### src/rtl/seg7_pkg.sv
// seg7_pkg
// Shared constants for the seven-segment scan driver.
//   HEX_SEG_TABLE : 16-entry hex-to-segment map, active-low, bit order {g,f,e,d,c,b,a}
//   SEG_BLANK     : all segments off
//   ANODE_OFF     : all anodes off (wide enough for the largest digit count)
// Optional feature in the top level: SEG7_LZ_BLANK_EN (leading-zero blanking).
package seg7_pkg;

    typedef logic [3:0] nibble_t;
    typedef logic [6:0] seg_t;

    localparam int   MAX_DIGITS = 8;
    localparam seg_t SEG_BLANK  = 7'h7F;
    localparam logic [MAX_DIGITS-1:0] ANODE_OFF = '1;

    localparam seg_t HEX_SEG_TABLE [16] = '{
        7'h40, 7'h79, 7'h24, 7'h30,   // 0 1 2 3
        7'h19, 7'h12, 7'h02, 7'h78,   // 4 5 6 7
        7'h00, 7'h10, 7'h08, 7'h03,   // 8 9 A B
        7'h46, 7'h21, 7'h06, 7'h0E    // C D E F
    };

endpackage

### src/rtl/hex_to_seg7.sv
// hex_to_seg7
// Purely combinational hex digit to seven-segment decoder.
//   hex   : 4-bit digit in
//   seg_n : active-low segments out, {g,f,e,d,c,b,a}
module hex_to_seg7
    import seg7_pkg::*;
(
    input  logic [3:0] hex,
    output logic [6:0] seg_n
);

    assign seg_n = HEX_SEG_TABLE[hex];

endmodule

### src/rtl/seg7_scan_driver.sv
// seg7_scan_driver
// Multiplexed common-anode seven-segment scanner. The divided scan clock is
// sampled in the clk domain; each rising edge advances one digit. The displayed
// value is latched once per frame (when the scan wraps to digit 0).
// Ports:
//   clk        : system clock (only clock)
//   rst        : asynchronous active-low reset
//   scan_clk   : divided clock, used as data only
//   value      : N_DIGITS hex digits, digit 0 in value[3:0] (rightmost)
//   dp_mask    : decimal point request per digit, 1 = lit
//   anode_n    : active-low digit enables, one-hot-low while scanning
//   seg_n      : active-low segments {g,f,e,d,c,b,a}
//   dp_n       : active-low decimal point
//   digit_idx  : index of the currently driven digit
// Build option: define SEG7_LZ_BLANK_EN to blank leading zeros.
module seg7_scan_driver
    import seg7_pkg::*;
#(
    parameter int N_DIGITS = 4
) (
    input  logic                  clk,
    input  logic                  rst,
    input  logic                  scan_clk,
    input  logic [4*N_DIGITS-1:0] value,
    input  logic [N_DIGITS-1:0]   dp_mask,
    output logic [N_DIGITS-1:0]   anode_n,
    output logic [6:0]            seg_n,
    output logic                  dp_n,
    output logic [2:0]            digit_idx
);

    // ------------------------------------------------------------------
    // Scan-rate edge detect. scan_q resets high so a divider output that
    // also resets high does not look like a rising edge after reset.
    // ------------------------------------------------------------------
    logic scan_q_reg;
    logic tick;

    always_ff @(posedge clk or negedge rst) begin
        if (!rst) scan_q_reg <= 1'b1;
        else      scan_q_reg <= scan_clk;
    end

    assign tick = scan_clk & ~scan_q_reg;

    // ------------------------------------------------------------------
    // Digit counter. started_reg makes the first tick after reset behave
    // as a wrap, so scanning restarts on digit 0 with a freshly latched
    // frame rather than on digit 1 with the reset (all-zero) frame.
    // ------------------------------------------------------------------
    logic [2:0] idx_reg;
    logic [2:0] idx_next;
    logic       started_reg;
    logic       wrap;

    assign wrap = tick & (~started_reg | (idx_reg == 3'(N_DIGITS - 1)));

    always_comb begin
        idx_next = idx_reg;
        if (wrap)      idx_next = 3'd0;
        else if (tick) idx_next = idx_reg + 3'd1;
    end

    always_ff @(posedge clk or negedge rst) begin
        if (!rst) begin
            idx_reg     <= 3'd0;
            started_reg <= 1'b0;
        end else if (tick) begin
            idx_reg     <= idx_next;
            started_reg <= 1'b1;
        end
    end

    // ------------------------------------------------------------------
    // Frame latch: loads only on the wrap tick.
    // ------------------------------------------------------------------
    logic [4*N_DIGITS-1:0] frame_val_reg;
    logic [N_DIGITS-1:0]   frame_dp_reg;

    always_ff @(posedge clk or negedge rst) begin
        if (!rst) begin
            frame_val_reg <= '0;
            frame_dp_reg  <= '0;
        end else if (wrap) begin
            frame_val_reg <= value;
            frame_dp_reg  <= dp_mask;
        end
    end

    // ------------------------------------------------------------------
    // Per-digit views of the latched frame, plus leading-zero flags.
    // lead_zero[i] is set when digit i and every digit above it are zero.
    // ------------------------------------------------------------------
    logic [3:0]          frame_digit [N_DIGITS];
    logic [N_DIGITS-1:0] lead_zero;

    genvar gi;
    generate
        for (gi = 0; gi < N_DIGITS; gi++) begin : g_digit
            assign frame_digit[gi] = frame_val_reg[4*gi +: 4];
            if (gi == N_DIGITS - 1) begin : g_top
                assign lead_zero[gi] = (frame_val_reg[4*gi +: 4] == 4'h0);
            end else begin : g_lower
                assign lead_zero[gi] = lead_zero[gi+1] &
                                       (frame_val_reg[4*gi +: 4] == 4'h0);
            end
        end
    endgenerate

    // ------------------------------------------------------------------
    // Select the digit shown next. At a wrap the frame register has not
    // loaded yet, so digit 0 comes straight from the inputs being latched.
    // ------------------------------------------------------------------
    logic [3:0]          sel_hex;
    logic                sel_dp;
    logic                sel_lead_zero;
    logic [N_DIGITS-1:0] anode_next;

    always_comb begin
        sel_hex       = 4'h0;
        sel_dp        = 1'b0;
        sel_lead_zero = 1'b0;
        anode_next    = ANODE_OFF[N_DIGITS-1:0];
        for (int i = 0; i < N_DIGITS; i++) begin
            if (idx_next == 3'(i)) begin
                sel_hex       = frame_digit[i];
                sel_dp        = frame_dp_reg[i];
                sel_lead_zero = lead_zero[i];
                anode_next[i] = 1'b0;
            end
        end
        if (wrap) begin
            sel_hex       = value[3:0];
            sel_dp        = dp_mask[0];
            sel_lead_zero = 1'b0;
        end
    end

    logic [6:0] dec_seg;
    logic [6:0] seg_next;
    logic       blank;

    hex_to_seg7 u_hex_to_seg7 (
        .hex   (sel_hex),
        .seg_n (dec_seg)
    );

`ifdef SEG7_LZ_BLANK_EN
    // Digit 0 is never blanked so an all-zero value still shows "0".
    assign blank = sel_lead_zero & (idx_next != 3'd0);
`else
    assign blank = 1'b0;
    logic unused_lz;
    assign unused_lz = sel_lead_zero;
`endif

    assign seg_next = blank ? SEG_BLANK : dec_seg;

    // ------------------------------------------------------------------
    // Output registers: dark from reset until the first tick.
    // ------------------------------------------------------------------
    always_ff @(posedge clk or negedge rst) begin
        if (!rst) begin
            anode_n   <= ANODE_OFF[N_DIGITS-1:0];
            seg_n     <= SEG_BLANK;
            dp_n      <= 1'b1;
            digit_idx <= 3'd0;
        end else if (tick) begin
            anode_n   <= anode_next;
            seg_n     <= seg_next;
            dp_n      <= ~sel_dp;
            digit_idx <= idx_next;
        end
    end

endmodule

### config.mk
export PLATFORM = sky130hd
export DESIGN_NAME = seg7_scan_driver
export DESIGN_NICKNAME = d
export VERILOG_FILES = /design/src/rtl/seg7_pkg.sv /design/src/rtl/hex_to_seg7.sv /design/src/rtl/seg7_scan_driver.sv
export SDC_FILE = /design/constraint.sdc
export NUM_CORES = 1
export LEC_CHECK = 0
export BUFFER_PORTS_ARGS = -buffer_cell sky130_fd_sc_hd__buf_4
export CAP_MARGIN = 0
export CORE_ASPECT_RATIO = 0.75
export CORE_MARGIN = 2
export CORE_UTILIZATION = 50
export CTS_CLUSTER_SIZE = 20
export DETAILED_ROUTE_END_ITERATION = 16
export PLACE_DENSITY = 0.73
export SLEW_MARGIN = 10
export SYNTH_ARGS = -nofsm -noshare
export SYNTH_HDL_FRONTEND = slang
export SYNTH_HIERARCHICAL = 1
export SYNTH_SLANG_ARGS = --single-unit
export TNS_END_PERCENT = 10
### constraint.sdc
create_clock -name clk -period 3.1 [get_ports clk]
set_input_delay 0.93 -clock clk [delete_from_list [all_inputs] [get_ports clk]]
set_output_delay 0.93 -clock clk [all_outputs]
set_load 0.01 [all_outputs]
# [Yosys cells after proc, flatten, opt, wreduce, memory -nomap -nowiden]
# Memory sizes are Yosys's and may differ from the RTL's. A register that Yosys moved wholly into a read port is not among the register bits.
# Cells that the tools add are included.
[word_totals] regBits=30 romBits=112 in_bits=23 output_inout_bits=15 elab_cells=38 memories=1
[op_classes] n_addsub=1 n_eq_ne=4 n_mux=16 n_bitwise=7 reduce_logical=2
[memory_table] memory="(no name shown)" depth=16 width=7 rd=1 rd_clocked_by_memory_dff=1 write_ports=0 line="hex_to_seg7.sv:12" text="assign seg_n = HEX_SEG_TABLE[hex];"
[ops] op="$mux 4" count=5
[ops] op="$eq 3x2->1 const B" count=3
[ops] op="$mux 1" count=9
[ops] op="$mux 3" count=2
[ops] op="$not 4->5" count=1
[ops] op="$add 3x1->3 const B" count=1
[ops] op="$eq 3x1->1 const B" count=1
[ops] op="$logic_not 3->1" count=1
[ops] op="$not 1->1" count=3
[ops] op="$and 1x1->1" count=2
[ops] op="$logic_not 1->1" count=1
[ops] op="$or 1x1->1" count=1

# [Depth between registers and ports, before layout]
# Gate-level depths: netlist (run 1).
[logic_depth] word_depth=11 depth_mapped=13 ltp_nobuf=13

# [By module]
# Netlist (run 1), hierarchy kept.
[modules_own_cells] module="seg7_scan_driver" instances=1 cells_per_inst=204 area_per_inst_um2=1865.5 seq_area_each_um2=942.2
[modules_own_cells] module="hex_to_seg7" instances=1 cells_per_inst=31 area_per_inst_um2=261.5 seq_area_each_um2=0.0

# [Least setup slack after synthesis (run 1)]
# No wires, ideal clock.
[synth_path] path_type="input-to-reg" from="input port scan_clk" to="register seg_n[3]" setup_time_ns=0.076 t_arrival_ns=2.865 required_ns=3.024 slack_ns=0.159 cell_stages=10 path_buffers=0 cell_sequence="and2b_4 > or3_1 > a32oi_1 > o32a_1 > inv_1 > ha_1 > inv_1 > mux4_1 > nand2_1 > nand2_1"
[synth_via] elab_chain_len=10 elab_cells_between_ends=14 cone_classes="eq/ne: 3; mux: 7; bitwise: 3; reduce/logical: 1"
[synth_lines] element="from (decl)" line="seg7_scan_driver.sv:23" text="input logic scan_clk,"
[synth_lines] element="$and 1x1->1 (*)" line="seg7_scan_driver.sv:44" text="assign tick = scan_clk & ~scan_q_reg;"
[synth_lines] element="$mux 3 or $and 1x1->1 (tied branches)" line="seg7_scan_driver.sv:61, seg7_scan_driver.sv:56"
[synth_lines] element="$mux 3" line="seg7_scan_driver.sv:60" text="if (wrap) idx_next = 3'd0;"
[synth_lines] element="$logic_not 3->1" line="seg7_scan_driver.sv:125" text="if (idx_next == 3'(i)) begin"
[synth_lines] element="$mux 4 (4 in series)" line="seg7_scan_driver.sv:125"
[synth_lines] element="$mux 4 (*)" line="seg7_scan_driver.sv:132" text="if (wrap) begin"
[synth_lines] element="net sel_hex[0]" line="seg7_scan_driver.sv:114" text="logic [3:0] sel_hex;"
[synth_lines] element="$not 4->5 (implied by the code) (*)" line="hex_to_seg7.sv:12"
[synth_lines] element="to (decl)" line="seg7_scan_driver.sv:27" text="output logic [6:0] seg_n,"
# Mark *: on every way through the listed nets, which the timed path passes. The rest lies on a longest branch.
# A chain may end at the register's enable or synchronous reset.

# [Worst setup path in the final report (run 1)]
[layout_path] from="register idx_reg[0]" to="register seg_n[3]"
[layout_via] elab_chain_len=11 elab_cells_between_ends=16 cone_classes="add/sub: 1; eq/ne: 4; mux: 7; bitwise: 3; reduce/logical: 1"
[layout_lines] element="from (decl)" line="seg7_scan_driver.sv:51" text="logic [2:0] idx_reg;"
[layout_lines] element="from (signal assigned)" line="seg7_scan_driver.sv:69" text="idx_reg <= idx_next;"
[layout_lines] element="branches (longest 9 deep; another with $add 3x1->3)"
[layout_lines] element="$mux 4 (*)" line="seg7_scan_driver.sv:132"
[layout_lines] element="net sel_hex[0]" line="seg7_scan_driver.sv:114"
[layout_lines] element="$not 4->5 (implied by the code) (*)" line="hex_to_seg7.sv:12"
# Mark *: on every way through the listed nets, which the timed path passes.

==> summary.txt, run 1 <==
Clocking
  • Post-cts sizing count: 0
  • CTS Buffer Depth: 2
  • Number of post-CTS setup repair buffers: 0
  • CTS H-Tree Depth: 2
  • Clk_lat worst skew: 0.28 ns
  • Cts-stage hold buffer count: 0
  • CTS sink cnt: 37
  • CTS Root Cell: clkbuf_8
  • Clock-pin slew on the worst setup and hold paths: 0.07 ns
  • Total CTS buffers: 5
  • CTS tree: done

Hold path
  • Hold Crit Start: seg_n[0]$_DFFE_PN1P_
  • Worst hold path type: flip-flop to flip-flop
  • Worst Hold Depth: 2
  • Hold worst-path end: seg_n[0]$_DFFE_PN1P_

Placement
  • I/O Buffers: 37
  • Pre-CTS setup slack: 0.02372 ns
  • Placed cell area: 0.002599 mm^2
  • RD Place Congestion: 0.9363
  • DP HPWL: 3961 um

Timing
  • Minimum clock period: 2.899 ns
  • Slew at the pin closest to its max-slew limit: 0.4707 ns
  • Slew Viols, Final: 0
  • Setup Skew: 0.008101 ns
  • Final Hold Viols: 0
  • Setup TNS: 0 ns
  • Final period util: 93.53%
  • RSZ-0062 raised after global routing: no
  • Worst relative slew slack: 68.55%
  • Fmax: 0.3449 GHz
  • Final setup fails: 0
  • Minimum hold slack: 0.4589 ns
  • Final Worst Setup Slack: 0.2006 ns

Global route
  • Total GRT Usage: 23.59%
  • First-pass GRT wire length: 8549 um
  • Vias in the first global route: 1,738
  • Pin count of the biggest net entering global routing: 38
  • Initial antenna violation count: 0
  • Grt ovf: 0

Layout
  • Diode count: 0
  • Largest register FFs: 16
  • Layout cells sized above 1: 31.40%
  • Fillers: 338
  • Final Util: 66.32%
  • Fin nets: 324
  • Cell area after layout: 0.002705 mm^2
  • P&R area growth vs syn: 27.18%

Die
  • I/O pin total: 38
  • Die span in y: 60.49 um
  • FP Rows: 20
  • Initial Util: 52.15%
  • Core ar.: 0.004079 mm^2
  • Die width: 79.32 um
  • Die area: 0.004797 mm^2

Critical path
  • Worst r2r src: idx_reg[0]$_DFFE_PN0P_
  • Worst R2R Setup Slack: 0.20 ns
  • Crit path largest cell delay: 0.50 ns
  • Critical Path Sink Type: flip-flop
  • Path depth of the worst reg2reg path: 11
  • Cells along the critical path: ha_1 -> ha_1 -> and2_1 -> o21ai_4 -> a32oi_1 -> o32a_1 -> buf_4 -> ha_1 -> mux4_1 -> nand2_1 -> nand2_1
  • Crit path launch type: flip-flop
  • Critical-path top delay cell: mux4_1
  • Critical path type: flip-flop to flip-flop
  • WP data required: 3.31 ns
  • Crit path max-delay family: adder cells
  • Worst R2R End: seg_n[3]$_DFFE_PN1P_
  • Critical Path AT: 3.11 ns
  • Crit-path max FO: 6
  • Most used cell along the critical path: ha_1
  • Worst Path Buf+Inv: 1

Yosys
  • Synthesis Warnings: 6
  • Post-synth top flop: dfrtp_1
  • Number of synthesized flops with an enable pin: 0
  • Most frequent cells after synthesis: 85 x nand2_1, 24 x dfrtp_1, 18 x nand3_1, 13 x dfstp_2, 9 x ha_1
  • Synthesized area per cell: 9.051 um^2
  • Synthesized net count: 267
  • Synth top area cells: dfrtp_1 28%, dfstp_2 16%, nand2_1 15%, ha_1 5.3%, nand3_1 4.2%
  • Count leader, synth: nand2_1
  • Syn Inst Count: 235
  • Largest area contributor in the netlist: dfrtp_1
  • Seq/Total Area, Yosys: 44.29%
  • Async set-reset flop share out of synthesis: 100.0%
  • Synth top area share: 28.24%
  • Cell Area, Synth: 0.002127 mm^2
  • Netlist cell types: 48
  • Register bit total from synthesis: 37

Detailed routing
  • Met3 wire length: 324 um
  • Detailed Route Iter0 Violations: 107
  • Met1 Routed Length: 2647 um
  • Max layer used: met4
  • First drt pass iteration count: 4
  • Via count: 1,875
  • Routed met2 length: 2247 um
  • Vias per cell: 5.388
  • DRC: 0
  • Routed WL per cell: 15.08 um
  • Post-route ant nets: 0
  • Drt total wl: 5248 um

Power and ir drop
  • P_leak: 1.293 nW
  • Worst VDD drop: 0.4174 mV
  • PwrDens: 996.5 mW/mm^2

Flow run
  • Max-cap violations: 0

Run status
  • Status: finished clean
cells by family (layout without fill, tap and decap cells):
group / Yosys count / count (layout) / share of synthesized area, %
and+or+nand+nor: 132 / 132 / 29.30
DFF: 37 / 37 / 44.29
AOI/OAI and AO/OA: 34 / 34 / 13.12
buffers and inverters: 16 / 74 / 3.706
adders and majority gates: 9 / 9 / 5.294
muxes: 7 / 7 / 4.294
worst reg2reg max path: cells and delay by family, from the launching register on:
kind,cells,cell delay [ns]
DFF,1,0.40
AOI/OAI and AO/OA,3,0.66
adders and majority gates,3,0.78
muxes,1,0.50
buffers and inverters,1,0.16
and+or+nand+nor,3,0.35
where the power goes:
group / total [mW] / switching [mW] / internal (mW) / leakage (nW)
clock network: 0.316 / 0.160 / 0.156 / 0.0450
logic: 1.51 / 0.791 / 0.722 / 0.817
registers: 0.867 / 0.144 / 0.723 / 0.431
total: 2.70 / 1.10 / 1.60 / 1.29
layout make-up:
class / count / area [um^2] / share of cell area (%)
multi-input combinational: 182 / 1130 / 41.77
sequential: 37 / 942.2 / 34.83
timing repair buffer: 59 / 455.4 / 16.84
clock buffer: 6 / 72.57 / 2.683
tap: 55 / 68.82 / 2.544
inverter: 7 / 26.28 / 0.9713
clock inverter: 2 / 10.01 / 0.3700
worst max-delay path by stage:
stage / cells after the start / to / start
3_3_place_gp: 11 / seg_n[3]$_DFFE_PN1P_ / scan_clk
6_report: 11 / seg_n[3]$_DFFE_PN1P_ / idx_reg[0]$_DFFE_PN0P_
5_1_grt: 11 / seg_n[3]$_DFFE_PN1P_ / idx_reg[0]$_DFFE_PN0P_
2_1_floorplan: 10 / seg_n[3]$_DFFE_PN1P_ / scan_clk
4_1_cts: 12 / seg_n[3]$_DFFE_PN1P_ / idx_reg[0]$_DFFE_PN0P_
3_5_place_dp: 11 / seg_n[3]$_DFFE_PN1P_ / scan_clk
metrics by stage:
stage | power (mW) | cells
floorplan | 1.774 | 235
global placement | 2.311 | 340
detailed placement | 2.346 | 340
CTS | 2.674 | 348
global route | 2.917 | 348
finish | 2.696 | 348
layout by cell type (no fill, tap or decap), types with 2 or more instances in the layout:
cell type | Yosys | routed
o211ai_1 | 2 | 2
a21boi_1 | 3 | 4
or3_1 | 4 | 4
nor2b_1 | 2 | 2
nand4_1 | 4 | 4
ha_1 | 9 | 9
o22ai_1 | 2 | 2
nand2_1 | 85 | 85
inv_1 | 5 | 5
dfrtp_1 | 24 | 24
inv_2 | 2 | 2
a32oi_1 | 4 | 4
o21ai_0 | 5 | 5
nand3_1 | 18 | 18
nor2_1 | 3 | 3
dfstp_2 | 13 | 13
o221ai_1 | 3 | 3
clkbuf_8 | 0 | 5
buf_4 | 1 | 58
o32a_1 | 4 | 4
clkinv_2 | 0 | 2
mux2i_1 | 5 | 5
nand2b_1 | 5 | 5
metal layers:
metal	GRT usage (%)	up-vias
li1	-	934
met1	34.95	882
met2	35.11	55
met3	5.655	4
met4	6.158	0
met5	0	-
Note: power is estimated with default switching activity, not from simulation.
==> run 2: changes to the inputs <==
- CORE_UTILIZATION: 50 -> 55
- PLACE_DENSITY: 0.73 -> 0.76
- clock period: 3.1 -> 3 ns (I/O delays scaled with it)
==> run 2 against run 1 <==
Compared with the run above:
- count of clock-buffer cells in the layout up 2
- utilization up 7.2 points
- register-to-register slack about the same
- combinational power up 3%
- die area down 8.6%
- sequential share of layout area down 0.064 points
==> summary.txt, run 2 (same netlist as run 1, synthesis figures left out) <==
Layout
  • P&R area growth vs syn: 27.41% (was 27.18%)
  • Commonest non-fill, non-tap cell in the layout: nand2_1 (unchanged)
  • Diode count: 0 (unchanged)
  • Register Area: 942.2 um^2 (unchanged)
  • Most frequent cells in the layout: 85 x nand2_1, 58 x buf_4, 24 x dfrtp_1 (unchanged)
  • Largest register FFs: 16 (unchanged)
  • Layout cells sized above 1: 31.40% (unchanged)
  • Multi-input gate area: 0.001131 mm^2 (was 0.001130 mm^2)
  • Final std cells w/o fill: 345 (was 348)
  • Fillers: 301 (was 338)
  • Final Util: 73.55% (was 66.32%)
  • Fin nets: 324 (unchanged)

Global route
  • Vias in the first global route: 1,788 (was 1,738)
  • Total GRT Usage: 26.32% (was 23.59%)
  • Pin count of the biggest net entering global routing: 38 (unchanged)
  • First-pass GRT wire length: 8583 um (was 8549 um)
  • Initial antenna violation count: 0 (unchanged)
  • Grt ovf: 0 (unchanged)

Power and ir drop
  • Clock share of power: 12.4% (was 11.7%)
  • Sequential share of power: 31.9% (was 32.2%)
  • Worst VDD drop: 0.5493 mV (was 0.4174 mV)
  • Power Total: 2.801 mW (was 2.696 mW)
  • PwrDens: 1034 mW/mm^2 (was 996.5 mW/mm^2)
  • Comb power frac: 55.7% (was 56.1%)
  • P_leak: 1.295 nW (was 1.293 nW)
  • Int Power: 1.672 mW (was 1.600 mW)
  • NetSw: 1.129 mW (was 1.095 mW)
  • Sw frac: 40.29% (was 40.63%)

Placement
  • DP HPWL: 3908 um (was 3961 um)
  • Placed instance count: 336 (was 340)
  • Pre-CTS setup slack: -0.06659 ns (was 0.02372 ns)
  • I/O Buffers: 37 (unchanged)
  • RD Place Congestion: 0.9533 (was 0.9363)

Detailed routing
  • Post-route ant nets: 0 (unchanged)
  • DRC: 0 (unchanged)
  • Detailed Route Iter0 Violations: 210 (was 107)
  • Vias per cell: 5.571 (was 5.388)
  • First drt pass iteration count: 4 (unchanged)
  • Via count: 1,922 (was 1,875)
  • Drt total wl: 5197 um (was 5248 um)
  • Routed WL per cell: 15.06 um (was 15.08 um)

Critical path
  • Crit-path max FO: 6 (unchanged)
  • Worst R2R Setup Slack: 0.19 ns (was 0.20 ns)
  • Worst r2r src: idx_reg[0]$_DFFE_PN0P_ (unchanged)
  • Worst R2R End: seg_n[3]$_DFFE_PN1P_ (unchanged)
  • Critical path type: flip-flop to flip-flop (unchanged)
  • WP data required: 3.22 ns (was 3.31 ns)
  • Path depth of the worst reg2reg path: 11 (unchanged)
  • Crit path launch type: flip-flop (unchanged)
  • Critical Path Sink Type: flip-flop (unchanged)
  • Critical Path AT: 3.03 ns (was 3.11 ns)

Die
  • Die span in y: 57.86 um (was 60.49 um)
  • Core ar.: 0.003685 mm^2 (was 0.004079 mm^2)
  • Die width: 75.81 um (was 79.32 um)
  • I/O pin total: 38 (unchanged)
  • FP Rows: 19 (was 20)
  • Die area: 0.004386 mm^2 (was 0.004797 mm^2)
  • Initial Util: 57.72% (was 52.15%)

Timing
  • Minimum clock period: 2.807 ns (was 2.899 ns)
  • RSZ-0062 raised after global routing: no (unchanged)
  • Final Worst Setup Slack: 0.1932 ns (was 0.2006 ns)
  • Setup TNS: 0 ns (unchanged)
  • Final setup fails: 0 (unchanged)
  • Slew at the pin closest to its max-slew limit: 0.4720 ns (was 0.4707 ns)
  • Fmax: 0.3563 GHz (was 0.3449 GHz)
  • Setup Skew: 0.004309 ns (was 0.008101 ns)
  • Final Hold Viols: 0 (unchanged)
  • Worst relative slew slack: 68.46% (was 68.55%)
  • Slew Viols, Final: 0 (unchanged)
  • Final period util: 93.56% (was 93.53%)

Clocking
  • Clock-pin slew on the worst setup and hold paths: 0.07 ns (about the same)
  • CTS H-Tree Depth: 2 (unchanged)
  • CTS tree: done (unchanged)
  • CTS Buffer Depth: 2 (unchanged)
  • CTS sink cnt: 37 (unchanged)
  • CTS Root Cell: clkbuf_8 (unchanged)
  • Total CTS buffers: 5 (unchanged)
  • Clk_lat worst skew: 0.28 ns (about the same)

Hold path
  • Hold worst-path end: seg_n[5]$_DFFE_PN1P_ (was seg_n[0]$_DFFE_PN1P_)
  • Hold Crit Start: seg_n[5]$_DFFE_PN1P_ (was seg_n[0]$_DFFE_PN1P_)
  • Worst hold path type: flip-flop to flip-flop (unchanged)
  • Worst Hold Depth: 2 (unchanged)

Run status
  • Status: finished clean (unchanged)

Flow run
  • Max-cap violations: 0 (unchanged)
run 2: power by group through the flow:
stage          sequential, mW  clock (mW)  combinational [mW]
6_report                0.893       0.348                1.56
5_1_grt                 0.909       0.386                1.73
4_1_cts                 0.888       0.354                1.52
3_5_place_dp            0.892           0                1.50
3_3_place_gp            0.882           0                1.47
2_1_floorplan           0.904           0               0.929
run 2: routing by layer:
layer  track usage, %  wire length [um]
met5                0                 0
met4            6.767                28
met3            6.609               422
met2            38.18              2305
met1            39.39              2441
run 2: how the worst max path moves through the flow:
stage	startpoint	end	cells past startpoint
after floorplan	idx_reg[0]$_DFFE_PN0P_	seg_n[3]$_DFFE_PN1P_	12
after global placement	scan_clk	seg_n[4]$_DFFE_PN1P_	12
after detailed placement	scan_clk	seg_n[3]$_DFFE_PN1P_	11
after CTS	idx_reg[0]$_DFFE_PN0P_	seg_n[3]$_DFFE_PN1P_	11
after global routing	idx_reg[0]$_DFFE_PN0P_	seg_n[3]$_DFFE_PN1P_	12
final	idx_reg[0]$_DFFE_PN0P_	seg_n[3]$_DFFE_PN1P_	11
run 2: repair_timing:
item | 4_1_cts | 5_1_grt
pin swaps | 0 | 2
hold buffers | 0 | 0
setup buffers | 0 | 1
gates resized for setup | 1 | 3
setup endpoints to repair | 1 | 3
run 2: stage by stage:
stage                     hold slack (ns)  cell area [um^2]
after floorplan                    0.4384              2127
after global placement             0.4475              2587
after detailed placement           0.4529              2587
after CTS                          0.4639              2683
after global routing               0.4782              2710
final                              0.4623              2710
run 2: layout make-up:
type,instances,share of cell area [%]
Multi-Input combinational cell,182,41.74
Sequential cell,37,34.76
Timing Repair Buffer,59,16.81
Clock buffer,8,3.324
Tap cell,52,2.401
Inverter,7,0.9695
run 2: worst max-delay path: stages (launching register included):
cell	delay, ns
dfrtp_1	0.39
ha_1	0.21
ha_2	0.30
and2_1	0.19
o21ai_2	0.19
a32oi_1	0.09
o32a_1	0.37
buf_4	0.16
ha_1	0.22
mux4_1	0.49
nand2_1	0.07
nand2_1	0.04
==> run 3: changes to the inputs <==
- GPL_ROUTABILITY_DRIVEN: unset -> 0
- clock period: 3 -> 2.8 ns (I/O delays scaled with it)
==> run 3 against run 2 <==
Compared with the run above:
- fmax grew 3.2%
- critical endpoint unchanged
- count of clock-buffer cells in the layout shrank 1
- routed wire length grew 3.6%
- worst hold slack lost 0.010 ns
- worst setup slack lost 0.11 ns
- utilization grew 3.7 points
- sequential share of layout area shrank 1.6 points
- critical path depth is the same
- die area is the same
==> summary.txt, run 3 (same netlist as run 1, synthesis figures left out) <==
Detailed routing
  • Drt total wl: 5385 um (was 5197 um)
  • Post-route ant nets: 0 (unchanged)
  • Vias per cell: 5.456 (was 5.571)
  • First drt pass iteration count: 4 (unchanged)
  • Routed WL per cell: 14.96 um (was 15.06 um)
  • Via count: 1,964 (was 1,922)
  • DRC: 0 (unchanged)
  • Detailed Route Iter0 Violations: 164 (was 210)

Die
  • Initial Util: 57.72% (unchanged)
  • Die width: 75.81 um (unchanged)
  • Die span in y: 57.86 um (unchanged)
  • Die area: 0.004386 mm^2 (unchanged)
  • I/O pin total: 38 (unchanged)
  • Core ar.: 0.003685 mm^2 (unchanged)
  • FP Rows: 19 (unchanged)

Clocking
  • CTS tree: done (unchanged)
  • CTS H-Tree Depth: 2 (unchanged)
  • Clk_lat worst skew: 0.29 ns (was 0.28 ns)
  • CTS sink cnt: 37 (unchanged)
  • CTS Root Cell: clkbuf_8 (unchanged)
  • Clock-pin slew on the worst setup and hold paths: 0.07 ns (about the same)
  • Cts-stage hold buffer count: 0 (unchanged)
  • CTS Buffer Depth: 2 (unchanged)
  • Total CTS buffers: 5 (unchanged)

Placement
  • Pre-CTS setup slack: -0.1967 ns (was -0.06659 ns)
  • DP HPWL: 4039 um (was 3908 um)
  • I/O Buffers: 37 (unchanged)
  • Placed cell area: 0.002690 mm^2 (was 0.002587 mm^2)

Timing
  • Setup Skew: 0.005585 ns (was 0.004309 ns)
  • Slew Viols, Final: 0 (unchanged)
  • RSZ-0062 raised after global routing: yes (was no)
  • Final Hold Viols: 0 (unchanged)
  • Minimum hold slack: 0.4520 ns (was 0.4623 ns)
  • Final Worst Setup Slack: 0.07968 ns (was 0.1932 ns)
  • Worst relative slew slack: 68.51% (was 68.46%)
  • Final period util: 97.15% (was 93.56%)
  • Minimum clock period: 2.720 ns (was 2.807 ns)
  • Fmax: 0.3676 GHz (was 0.3563 GHz)
  • Slew at the pin closest to its max-slew limit: 0.4713 ns (was 0.4720 ns)
  • Final setup fails: 0 (unchanged)

Flow run
  • Max-cap violations: 0 (unchanged)

Layout
  • Fin nets: 339 (was 324)
  • P&R area growth vs syn: 33.76% (was 27.41%)
  • Final Util: 77.22% (was 73.55%)
  • Diode count: 0 (unchanged)
  • Commonest non-fill, non-tap cell in the layout: nand2_1 (unchanged)
  • Cell area after layout: 0.002845 mm^2 (was 0.002710 mm^2)
  • Layout cells sized above 1: 38.31% (was 31.40%)
  • Largest register FFs: 16 (unchanged)
  • Most frequent cells in the layout: 85 x nand2_1, 73 x buf_4, 22 x dfrtp_1 (was 85 x nand2_1, 58 x buf_4, 24 x dfrtp_1)

Power and ir drop
  • P_leak: 1.354 nW (was 1.295 nW)
  • Worst VDD drop: 0.5999 mV (was 0.5493 mV)
  • PwrDens: 1140 mW/mm^2 (was 1034 mW/mm^2)
  • Power Total: 3.245 mW (was 2.801 mW)

Global route
  • Initial antenna violation count: 0 (unchanged)
  • Pin count of the biggest net entering global routing: 38 (unchanged)
  • Met2 usage: 38.92% (was 38.18%)
  • Most used routing layer: met1 (unchanged)
  • Vias in the first global route: 1,874 (was 1,788)
  • Global routing usage on met3: 6.087% (was 6.609%)
  • Grt ovf: 0 (unchanged)
  • Total GRT Usage: 27.01% (was 26.32%)
  • First-pass GRT wire length: 8928 um (was 8583 um)
  • Met1 Usage GRT: 41.41% (was 39.39%)

Hold path
  • Worst hold path type: flip-flop to flip-flop (unchanged)

Critical path
  • Critical Path AT: 2.94 ns (was 3.03 ns)
  • Critical Path Sink Type: flip-flop (unchanged)
  • Critical path type: flip-flop to flip-flop (unchanged)
  • Crit-path max FO: 6 (unchanged)
  • WP data required: 3.02 ns (was 3.22 ns)
  • Crit path launch type: flip-flop (unchanged)

Run status
  • Status: finished clean (unchanged)
-- run 3: area by class of cell --
| cell class | instances | area, um^2 |
|---|---|---|
| Timing Repair Buffer | 74 | 559.3 |
| Clock inverter | 1 | 5.005 |
| Clock buffer | 7 | 76.32 |
| Multi-Input combinational cell | 182 | 1169 |
| Fill cell | 264 | 839.6 |
| Inverter | 7 | 26.28 |
| Sequential cell | 37 | 944.7 |
| Tap cell | 52 | 65.06 |
-- run 3: metrics by stage --
| stage | instances | TNS (ns) |
|---|---|---|
| after CTS | 357 | 0 |
| after global placement | 349 | -0.3527 |
| after detailed placement | 349 | -0.4719 |
| after global routing | 360 | -0.09994 |
| after floorplan | 235 | -0.009453 |
| final | 360 | 0 |
-- run 3: worst paths after layout --
kind	to	startpoint	cells after the start	slack [ns]
max reg2reg	seg_n[3]$_DFFE_PN1P_	idx_reg[0]$_DFFE_PN0P_	11	0.08
max	seg_n[3]$_DFFE_PN1P_	idx_reg[0]$_DFFE_PN0P_	11	0.08
min reg2reg	anode_n[0]$_DFFE_PN1P_	anode_n[0]$_DFFE_PN1P_	2	0.45
min in group asynchronous	started_reg$_DFFE_PN0P_	rst	1	0.50
min	anode_n[0]$_DFFE_PN1P_	anode_n[0]$_DFFE_PN1P_	2	0.45
max in group asynchronous	seg_n[2]$_DFFE_PN1P_	rst	1	1.95
-- run 3: critical path, cell delays in order (launching register included) --
cell and delay [ns]:
dfrtp_2 0.42, ha_4 0.17, ha_4 0.17, nand2b_1 0.21, o21ai_2 0.23, a32oi_1 0.10, o32a_1 0.39, buf_4 0.17
ha_1 0.21, mux4_2 0.45, nand2_1 0.08, nand2_1 0.05
-- run 3: where the power goes --
group | internal (mW) | leakage (nW) | total, mW | switching, mW
Combinational | 0.980 | 0.883 | 1.94 | 0.956
Clock | 0.174 | 0.0422 | 0.352 | 0.177
Sequential | 0.802 | 0.429 | 0.956 | 0.154
-- run 3: metal layers --
layer | up-vias | part of all wire (%)
li1 | 961 | -
met1 | 933 | 49
met2 | 62 | 44
met3 | 8 | 5.6
met4 | 0 | 1.2
met5 | - | 0
-- run 3: timing repair --
| action | CTS | global route |
|---|---|---|
| buffers inserted | 0 | 3 |
| gates resized for setup | 4 | 7 |
| pin swaps | 2 | 9 |
| setup endpoints to repair | 1 | 5 |
